==> config.mk <==
export PLATFORM = sky130hd
export DESIGN_NAME = branch_resolve_unit
export DESIGN_NICKNAME = d
export VERILOG_FILES = /design/src/rtl/bru_pkg.sv /design/src/rtl/bru_pred_fifo.sv /design/src/rtl/branch_resolve_unit.sv
export SDC_FILE = /design/constraint.sdc
export NUM_CORES = 1
export LEC_CHECK = 0
export ABC_AREA = 1
export ABC_CLOCK_PERIOD_IN_PS = 4400
export CORE_MARGIN = 4
export CORE_UTILIZATION = 40
export CTS_CLUSTER_SIZE = 25
export DETAILED_ROUTE_END_ITERATION = 12
export PLACE_DENSITY = 0.66
export SLEW_MARGIN = 0
export SYNTH_ARGS = -nofsm -noshare
export SYNTH_HDL_FRONTEND = slang
export SYNTH_SLANG_ARGS = --single-unit
==> constraint.sdc <==
create_clock -name clk -period 4.4 [get_ports clk]
set_input_delay 0.88 -clock clk [delete_from_list [all_inputs] [get_ports clk]]
set_output_delay 0.88 -clock clk [all_outputs]
set_load 0.005 [all_outputs]
==> src/rtl/bru_pkg.sv <==
// Shared types and constants for the branch resolve unit and its prediction FIFO.
package bru_pkg;

    localparam int PC_W    = 16;
    localparam int ENTRY_W = 2 * PC_W;

    // The predictor uses all-ones as its invalid-entry marker.
    localparam logic [PC_W-1:0] PC_ALL_ONES = 16'hFFFF;
    localparam logic [15:0]     STAT_MAX    = 16'hFFFF;

    localparam logic [0:0] ST_IDLE    = 1'b0;
    localparam logic [0:0] ST_RECOVER = 1'b1;

    typedef struct packed {
        logic [PC_W-1:0] pc;
        logic [PC_W-1:0] pred_pc;
    } bru_entry_t;

    // Sequential next PC; wraps explicitly from all-ones to zero.
    function automatic logic [PC_W-1:0] pc_incr(input logic [PC_W-1:0] pc);
        if (pc == PC_ALL_ONES) begin
            return 16'h0000;
        end else begin
            return pc + 16'd1;
        end
    endfunction

endpackage

==> src/rtl/bru_pred_fifo.sv <==
// In-flight prediction FIFO: synchronous clear, empty flag, sticky overflow flag.
module bru_pred_fifo #(
    parameter int DEPTH = 4,
    parameter int WIDTH = 32
) (
    input  logic             clk,
    input  logic             rst,
    input  logic             clr,
    input  logic             push,
    input  logic             pop,
    input  logic [WIDTH-1:0] wdata,
    output logic [WIDTH-1:0] rdata,
    output logic             empty,
    output logic             ovf
);

    localparam int AW = $clog2(DEPTH);
    localparam logic [AW:0] PTR_ONE = {{AW{1'b0}}, 1'b1};

    logic [WIDTH-1:0] mem_q [DEPTH];
    logic [AW:0]      wr_ptr_q, wr_ptr_d;
    logic [AW:0]      rd_ptr_q, rd_ptr_d;
    logic             ovf_q, ovf_d;
    logic             full_s, rd_en_s, wr_en_s;

    assign empty  = (wr_ptr_q == rd_ptr_q);
    assign full_s = (wr_ptr_q[AW] != rd_ptr_q[AW]) &&
                    (wr_ptr_q[AW-1:0] == rd_ptr_q[AW-1:0]);
    assign rdata  = mem_q[rd_ptr_q[AW-1:0]];
    assign ovf    = ovf_q;

    // Pointer/flag next state; a pop frees the slot a same-cycle push reuses.
    always_comb begin
        rd_en_s  = pop & ~empty;
        wr_en_s  = push & (~full_s | rd_en_s);
        wr_ptr_d = wr_ptr_q;
        rd_ptr_d = rd_ptr_q;
        ovf_d    = ovf_q | (~clr & push & full_s & ~rd_en_s);
        if (clr) begin
            wr_ptr_d = '0;
            rd_ptr_d = '0;
        end else begin
            if (wr_en_s) begin
                wr_ptr_d = wr_ptr_q + PTR_ONE;
            end else begin
                wr_ptr_d = wr_ptr_q;
            end
            if (rd_en_s) begin
                rd_ptr_d = rd_ptr_q + PTR_ONE;
            end else begin
                rd_ptr_d = rd_ptr_q;
            end
        end
    end

    // Pointer and flag registers.
    always_ff @(posedge clk or negedge rst) begin
        if (!rst) begin
            wr_ptr_q <= '0;
            rd_ptr_q <= '0;
            ovf_q    <= 1'b0;
        end else begin
            wr_ptr_q <= wr_ptr_d;
            rd_ptr_q <= rd_ptr_d;
            ovf_q    <= ovf_d;
        end
    end

    // Entry storage.
    always_ff @(posedge clk or negedge rst) begin
        if (!rst) begin
            for (int i = 0; i < DEPTH; i++) begin
                mem_q[i] <= '0;
            end
        end else if (wr_en_s && !clr) begin
            mem_q[wr_ptr_q[AW-1:0]] <= wdata;
        end
    end

endmodule

==> src/rtl/branch_resolve_unit.sv <==
// Branch resolve unit: checks predictions against ID outcomes, updates the predictor,
// redirects and flushes on mispredict. Optional counters under macro BRU_STATS_EN.
module branch_resolve_unit
    import bru_pkg::*;
#(
    parameter int DEPTH        = 4,
    parameter int FLUSH_CYCLES = 2
) (
    input  logic            clk,
    input  logic            rst,
    input  logic            stall,
    input  logic            if_valid,
    input  logic [PC_W-1:0] if_pc,
    input  logic [PC_W-1:0] if_pred_pc,
    input  logic            id_valid,
    input  logic            id_is_branch,
    input  logic            id_taken,
    input  logic [PC_W-1:0] id_target,
    output logic            upd_jump_n,
    output logic [PC_W-1:0] upd_from_pc,
    output logic [PC_W-1:0] upd_to_pc,
    output logic            redirect_valid,
    output logic [PC_W-1:0] redirect_pc,
    output logic            flush,
    output logic            fifo_ovf
`ifdef BRU_STATS_EN
    ,
    output logic [15:0]     stat_branches,
    output logic [15:0]     stat_mispred
`endif
);

    localparam logic [1:0] CNT_INIT = 2'(FLUSH_CYCLES - 1);

    bru_entry_t      head_s, wr_entry_s;
    logic            empty_s, pop_s, push_s, mispredict_s;
    logic [PC_W-1:0] actual_s;

    logic [0:0]      state_q, state_d;
    logic [1:0]      cnt_q, cnt_d;
    logic            upd_jump_n_q, upd_jump_n_d;
    logic [PC_W-1:0] upd_from_pc_q, upd_from_pc_d;
    logic [PC_W-1:0] upd_to_pc_q, upd_to_pc_d;
    logic            redirect_valid_q, redirect_valid_d;
    logic [PC_W-1:0] redirect_pc_q, redirect_pc_d;
    logic            flush_q, flush_d;

    bru_pred_fifo #(
        .DEPTH (DEPTH),
        .WIDTH (ENTRY_W)
    ) u_fifo (
        .clk   (clk),
        .rst   (rst),
        .clr   (mispredict_s),
        .push  (push_s),
        .pop   (pop_s),
        .wdata (wr_entry_s),
        .rdata (head_s),
        .empty (empty_s),
        .ovf   (fifo_ovf)
    );

    // Resolve the FIFO head against the ID outcome; recovery blocks both ends.
    always_comb begin
        pop_s        = id_valid & ~stall & ~empty_s & (state_q == ST_IDLE);
        actual_s     = id_taken ? id_target : pc_incr(head_s.pc);
        mispredict_s = pop_s & (actual_s != head_s.pred_pc);
        push_s       = if_valid & ~stall & (state_q == ST_IDLE) & ~mispredict_s;
        wr_entry_s   = '{pc: if_pc, pred_pc: if_pred_pc};
    end

    // Predictor table update; only branches write, fields hold otherwise.
    always_comb begin
        upd_jump_n_d  = 1'b1;
        upd_from_pc_d = upd_from_pc_q;
        upd_to_pc_d   = upd_to_pc_q;
        if (pop_s && id_is_branch) begin
            upd_jump_n_d  = 1'b0;
            upd_from_pc_d = head_s.pc;
            upd_to_pc_d   = actual_s;
        end else begin
            upd_jump_n_d  = 1'b1;
        end
    end

    // Recovery FSM: one-cycle redirect, then a fixed-length flush independent of stall.
    always_comb begin
        state_d          = state_q;
        cnt_d            = cnt_q;
        redirect_valid_d = 1'b0;
        redirect_pc_d    = redirect_pc_q;
        flush_d          = flush_q;
        case (state_q)
            ST_IDLE: begin
                if (mispredict_s) begin
                    state_d          = ST_RECOVER;
                    cnt_d            = CNT_INIT;
                    redirect_valid_d = 1'b1;
                    redirect_pc_d    = actual_s;
                    flush_d          = 1'b1;
                end else begin
                    flush_d          = 1'b0;
                end
            end
            ST_RECOVER: begin
                if (cnt_q == 2'd0) begin
                    state_d = ST_IDLE;
                    flush_d = 1'b0;
                end else begin
                    cnt_d   = cnt_q - 2'd1;
                    flush_d = 1'b1;
                end
            end
            default: begin
                state_d = ST_IDLE;
                cnt_d   = 2'd0;
                flush_d = 1'b0;
            end
        endcase
    end

    // Output and state registers.
    always_ff @(posedge clk or negedge rst) begin
        if (!rst) begin
            state_q          <= ST_IDLE;
            cnt_q            <= 2'd0;
            upd_jump_n_q     <= 1'b1;
            upd_from_pc_q    <= 16'h0000;
            upd_to_pc_q      <= 16'h0000;
            redirect_valid_q <= 1'b0;
            redirect_pc_q    <= 16'h0000;
            flush_q          <= 1'b0;
        end else begin
            state_q          <= state_d;
            cnt_q            <= cnt_d;
            upd_jump_n_q     <= upd_jump_n_d;
            upd_from_pc_q    <= upd_from_pc_d;
            upd_to_pc_q      <= upd_to_pc_d;
            redirect_valid_q <= redirect_valid_d;
            redirect_pc_q    <= redirect_pc_d;
            flush_q          <= flush_d;
        end
    end

    assign upd_jump_n     = upd_jump_n_q;
    assign upd_from_pc    = upd_from_pc_q;
    assign upd_to_pc      = upd_to_pc_q;
    assign redirect_valid = redirect_valid_q;
    assign redirect_pc    = redirect_pc_q;
    assign flush          = flush_q;

`ifdef BRU_STATS_EN
    logic [15:0] stat_branches_q, stat_branches_d;
    logic [15:0] stat_mispred_q, stat_mispred_d;

    // Saturating event counters.
    always_comb begin
        stat_branches_d = stat_branches_q;
        stat_mispred_d  = stat_mispred_q;
        if (pop_s && id_is_branch && (stat_branches_q != STAT_MAX)) begin
            stat_branches_d = stat_branches_q + 16'd1;
        end else begin
            stat_branches_d = stat_branches_q;
        end
        if (mispredict_s && (stat_mispred_q != STAT_MAX)) begin
            stat_mispred_d = stat_mispred_q + 16'd1;
        end else begin
            stat_mispred_d = stat_mispred_q;
        end
    end

    // Counter registers.
    always_ff @(posedge clk or negedge rst) begin
        if (!rst) begin
            stat_branches_q <= 16'h0000;
            stat_mispred_q  <= 16'h0000;
        end else begin
            stat_branches_q <= stat_branches_d;
            stat_mispred_q  <= stat_mispred_d;
        end
    end

    assign stat_branches = stat_branches_q;
    assign stat_mispred  = stat_mispred_q;
`endif

endmodule

==> results_dict.tcl <==
set metrics [dict create \
    num_vias 9118 \
    fin_crit_ns 3.800 \
    pre_cts_slack_ns 0.5530 \
    diodes 0 \
    drt-vias-per-instance 5.450 \
    ys_ff_latch 188 \
    port_buffers 106 \
    clk_path_buf_depth 2 \
    synth_edf_count 0 \
    final_hold_viol_count 0 \
    syn_to_final_growth_pct 18.54 \
    cap_viol_max_count 0 \
    grt_usage_pct 22.56 \
    end_kind "register" \
    clock-sinks 188 \
    numCtsBuffers 17 \
    holdBufCountCts 0 \
    slowest_stage "dfrtp_2" \
    dr.pass1.iters 5 \
    wl_per_cell_um 17.75 \
    ios 107 \
    wl_mm 29.69 \
    nets 1403 \
    report.final.slew_viol_count 0 \
    critPathKind "register to register" \
    stdcell_count 1673 \
    final_antenna_net_count 0 \
    crit_required_ns 4.71 \
    hold_path.class "primary input to async pin" \
    fin_ws_ns 0.6001 \
    async_reset_ff_share_pct 100.0 \
    final-setup-viol-count 0 \
    finish.utilization_pct 48.50 \
    insertion_delay_ns 0.44 \
    place_inst 1641 \
    arrival_ns 4.11 \
    finalCritPeriodShare_pct 86.36 \
    avgSynthCellArea_um2 7.558 \
    max_freq_mhz 263.2 \
    path_clk_slew_ns 0.07 \
    rsz0062_at_grt "false" \
    initial_utilization_pct 40.91 \
    htreeDepth 4 \
    drc_errors 0 \
    tightestPinTransition_ns 1.195 \
    place.detailed.hpwl_mm 18.69 \
    p_per_area_nw_per_um2 729.3 \
    path_max_fanout 53 \
    tritoncts "yes" \
    yosys_most_used_dff "dfrtp_1" \
    post-cts-setup-buffers 0 \
    cts_resized 0 \
    syn-cell-area_um2 9689 \
    crit_path_max_incr_delay_ns 0.48 \
    p_leak_nw 5.739 \
    final.setup_skew_ns 0.006778 \
    overflow 0 \
    status "finished clean" \
    synth-seq-area-share_pct 48.57 \
    multi_input_area_um2 4358 \
    worstPathCellList "inv_2 > buf_12 > nand2_1 > nand3_1 > nand2_1 > nor2_1 > nand2_1 > nor2_4 > nand2_1 > nand3_1 > nand2_1 > nand2_1 > nand2_1 > nor2_1 > nand2_1 > nor2_1 > nand3_1 > nand2_2 > buf_4 > buf_4 > o21ai_0 > o21ai_0 > o21ai_0" \
    rows 56 \
    place_congestion 0.9611 \
    drtIter0Drc 989 \
    synth.distinct_cells 34 \
    dieArea_um2 26780 \
    irDropWorstVdd_mv 0.3622 \
    drive_above_1_share_pct 5.908 \
    fill_cells 2359 \
    die_w_um 163.6 \
    path_common_cell "nand2_1" \
    netlist_instances 1282 \
    slew_headroom_pct 20.32 \
    die_y_um 163.6 \
    seq_area_um2 4707 \
    clock-root-buffer "clkbuf_16" \
    grt_pass1_wl_mm 47.89 \
    finalSetupTns_ns 0 \
    fp.coreArea_um2 23680 \
    yosysWarnings 0 \
    synth_nets 1344 \
    grt_pass1_vias 8741 \
    antenna_found_initial 0 \
    start_kind "register" \
    grt_max_degree 131 \
]
[report_power, final]
part           leakage (nW)  total (mW)  internal [mW]  switching (mW)
sequential             2.40        2.94           2.49           0.447
clock                 0.257        1.48          0.742           0.736
combinational          3.08        3.96           1.41            2.55
[cell families after synthesis]
logic type      share of synthesized area (%)
fa+ha+maj                              0.9039
simple gates                            38.18
xor+xnor                               0.5424
compound gates                          5.165
buf+inv                                 6.637
flops                                   48.57
[cell type report]
class                   instances  area share, %
well taps                     319          3.475
multi-input cells             957          37.94
inverters                      47          1.536
repair buffers                130          11.25
clock buffers                  17          3.704
clock inverters                15          1.111
flip-flops and latches        188          40.98
[metal layers]
metal,global-route usage [%],up-vias,wire [µm]
li1,-,4351,-
met4,8.159,0,747
met1,32.69,4333,13540
met2,34.08,380,13380
met5,0,-,0
met3,3.835,54,2020
[per-stage QoR]
stage / total power, mW / cell area (µm²) / hold WS (ns)
2_1_floorplan: 5.338 / 9689 / 0.4442
3_3_place_gp: 6.798 / 10930 / 0.4537
3_5_place_dp: 6.869 / 10930 / 0.4555
4_1_cts: 8.367 / 11490 / 0.4720
5_1_grt: 9.036 / 11490 / 0.4876
6_report: 8.377 / 11490 / 0.4699
[layout by cell type, fill, tap and decap left out, types with 2 or more instances in the layout]
master           netlist  layout
a32oi_1               12      12
inv_1                 41      41
or2_2                  6       6
nand3b_1               5       5
clkdlybuf4s50_1        0     105
o22ai_1                4       4
inv_2                  5       5
nor2_2                 3       3
o21ai_0               50      50
nand3_1               67      67
dfrtp_1              187     186
inv_6                  0       8
xor2_1                 5       5
ha_1                   7       7
nor2_1                42      42
nand2_2                1       2
nand4_1              135     135
a21oi_1               15      15
clkinvlp_4             0       5
nand2_1              595     593
clkbuf_16              0      17
buf_4                  4      20
buf_12                 0       4
[worst max-delay path, delay by kind of cell (launching register included)]
| family | cells | cell delay (ns) |
|---|---|---|
| buffers and inverters | 4 | 0.87 |
| and+or+nand+nor | 16 | 1.87 |
| AOI/OAI and AO/OA | 3 | 0.42 |
| DFF | 1 | 0.48 |
[synth_stat cells, drive strengths merged, types with 4 or more instances]
cell type	count	share of area, %
inv	46	1.8
o22ai	4	0.26
dfrtp	187	48
nand4	135	8.7
nand3b	6	0.50
nor2	46	1.9
nand2	596	23
ha	7	0.90
buf	46	3.1
clkbuf	44	1.7
nand3	67	3.5
o21ai	51	2.6
a21oi	16	0.87
a32oi	12	1.1
or2	6	0.39
xor2	5	0.45
[flip-flops by register name, summed over array words and instances (netlist names)]
| register | count |
|---|---|
| u_fifo.rd_ptr_q | 3 |
| u_fifo.wr_ptr_q | 3 |
| upd_jump_n | 1 |
| upd_from_pc | 16 |
| redirect_pc | 16 |
| redirect_valid | 1 |
| upd_to_pc | 16 |
| flush | 1 |
| u_fifo.ovf | 1 |
| u_fifo.mem_q | 128 |
| cnt_q | 2 |
[path summary, 6_finish.rpt]
check | startpoint | end | slack, ns | cells past startpoint
max in group asynchronous | rst | upd_jump_n$_DFF_PN1_ | 2.91 | 2
max | u_fifo.rd_ptr_q[0]$_DFFE_PN0P_ | cnt_q[0]$_DFFE_PN0P_ | 0.60 | 23
max reg2reg | u_fifo.rd_ptr_q[0]$_DFFE_PN0P_ | cnt_q[0]$_DFFE_PN0P_ | 0.60 | 23
min in group clk | u_fifo.ovf$_DFF_PN0_ | u_fifo.ovf$_DFF_PN0_ | 0.47 | 1
min | rst | upd_from_pc[9]$_DFFE_PN0P_ | 0.47 | 1
min reg2reg | u_fifo.ovf$_DFF_PN0_ | u_fifo.ovf$_DFF_PN0_ | 0.47 | 1
(Power assumes the default switching activity.)
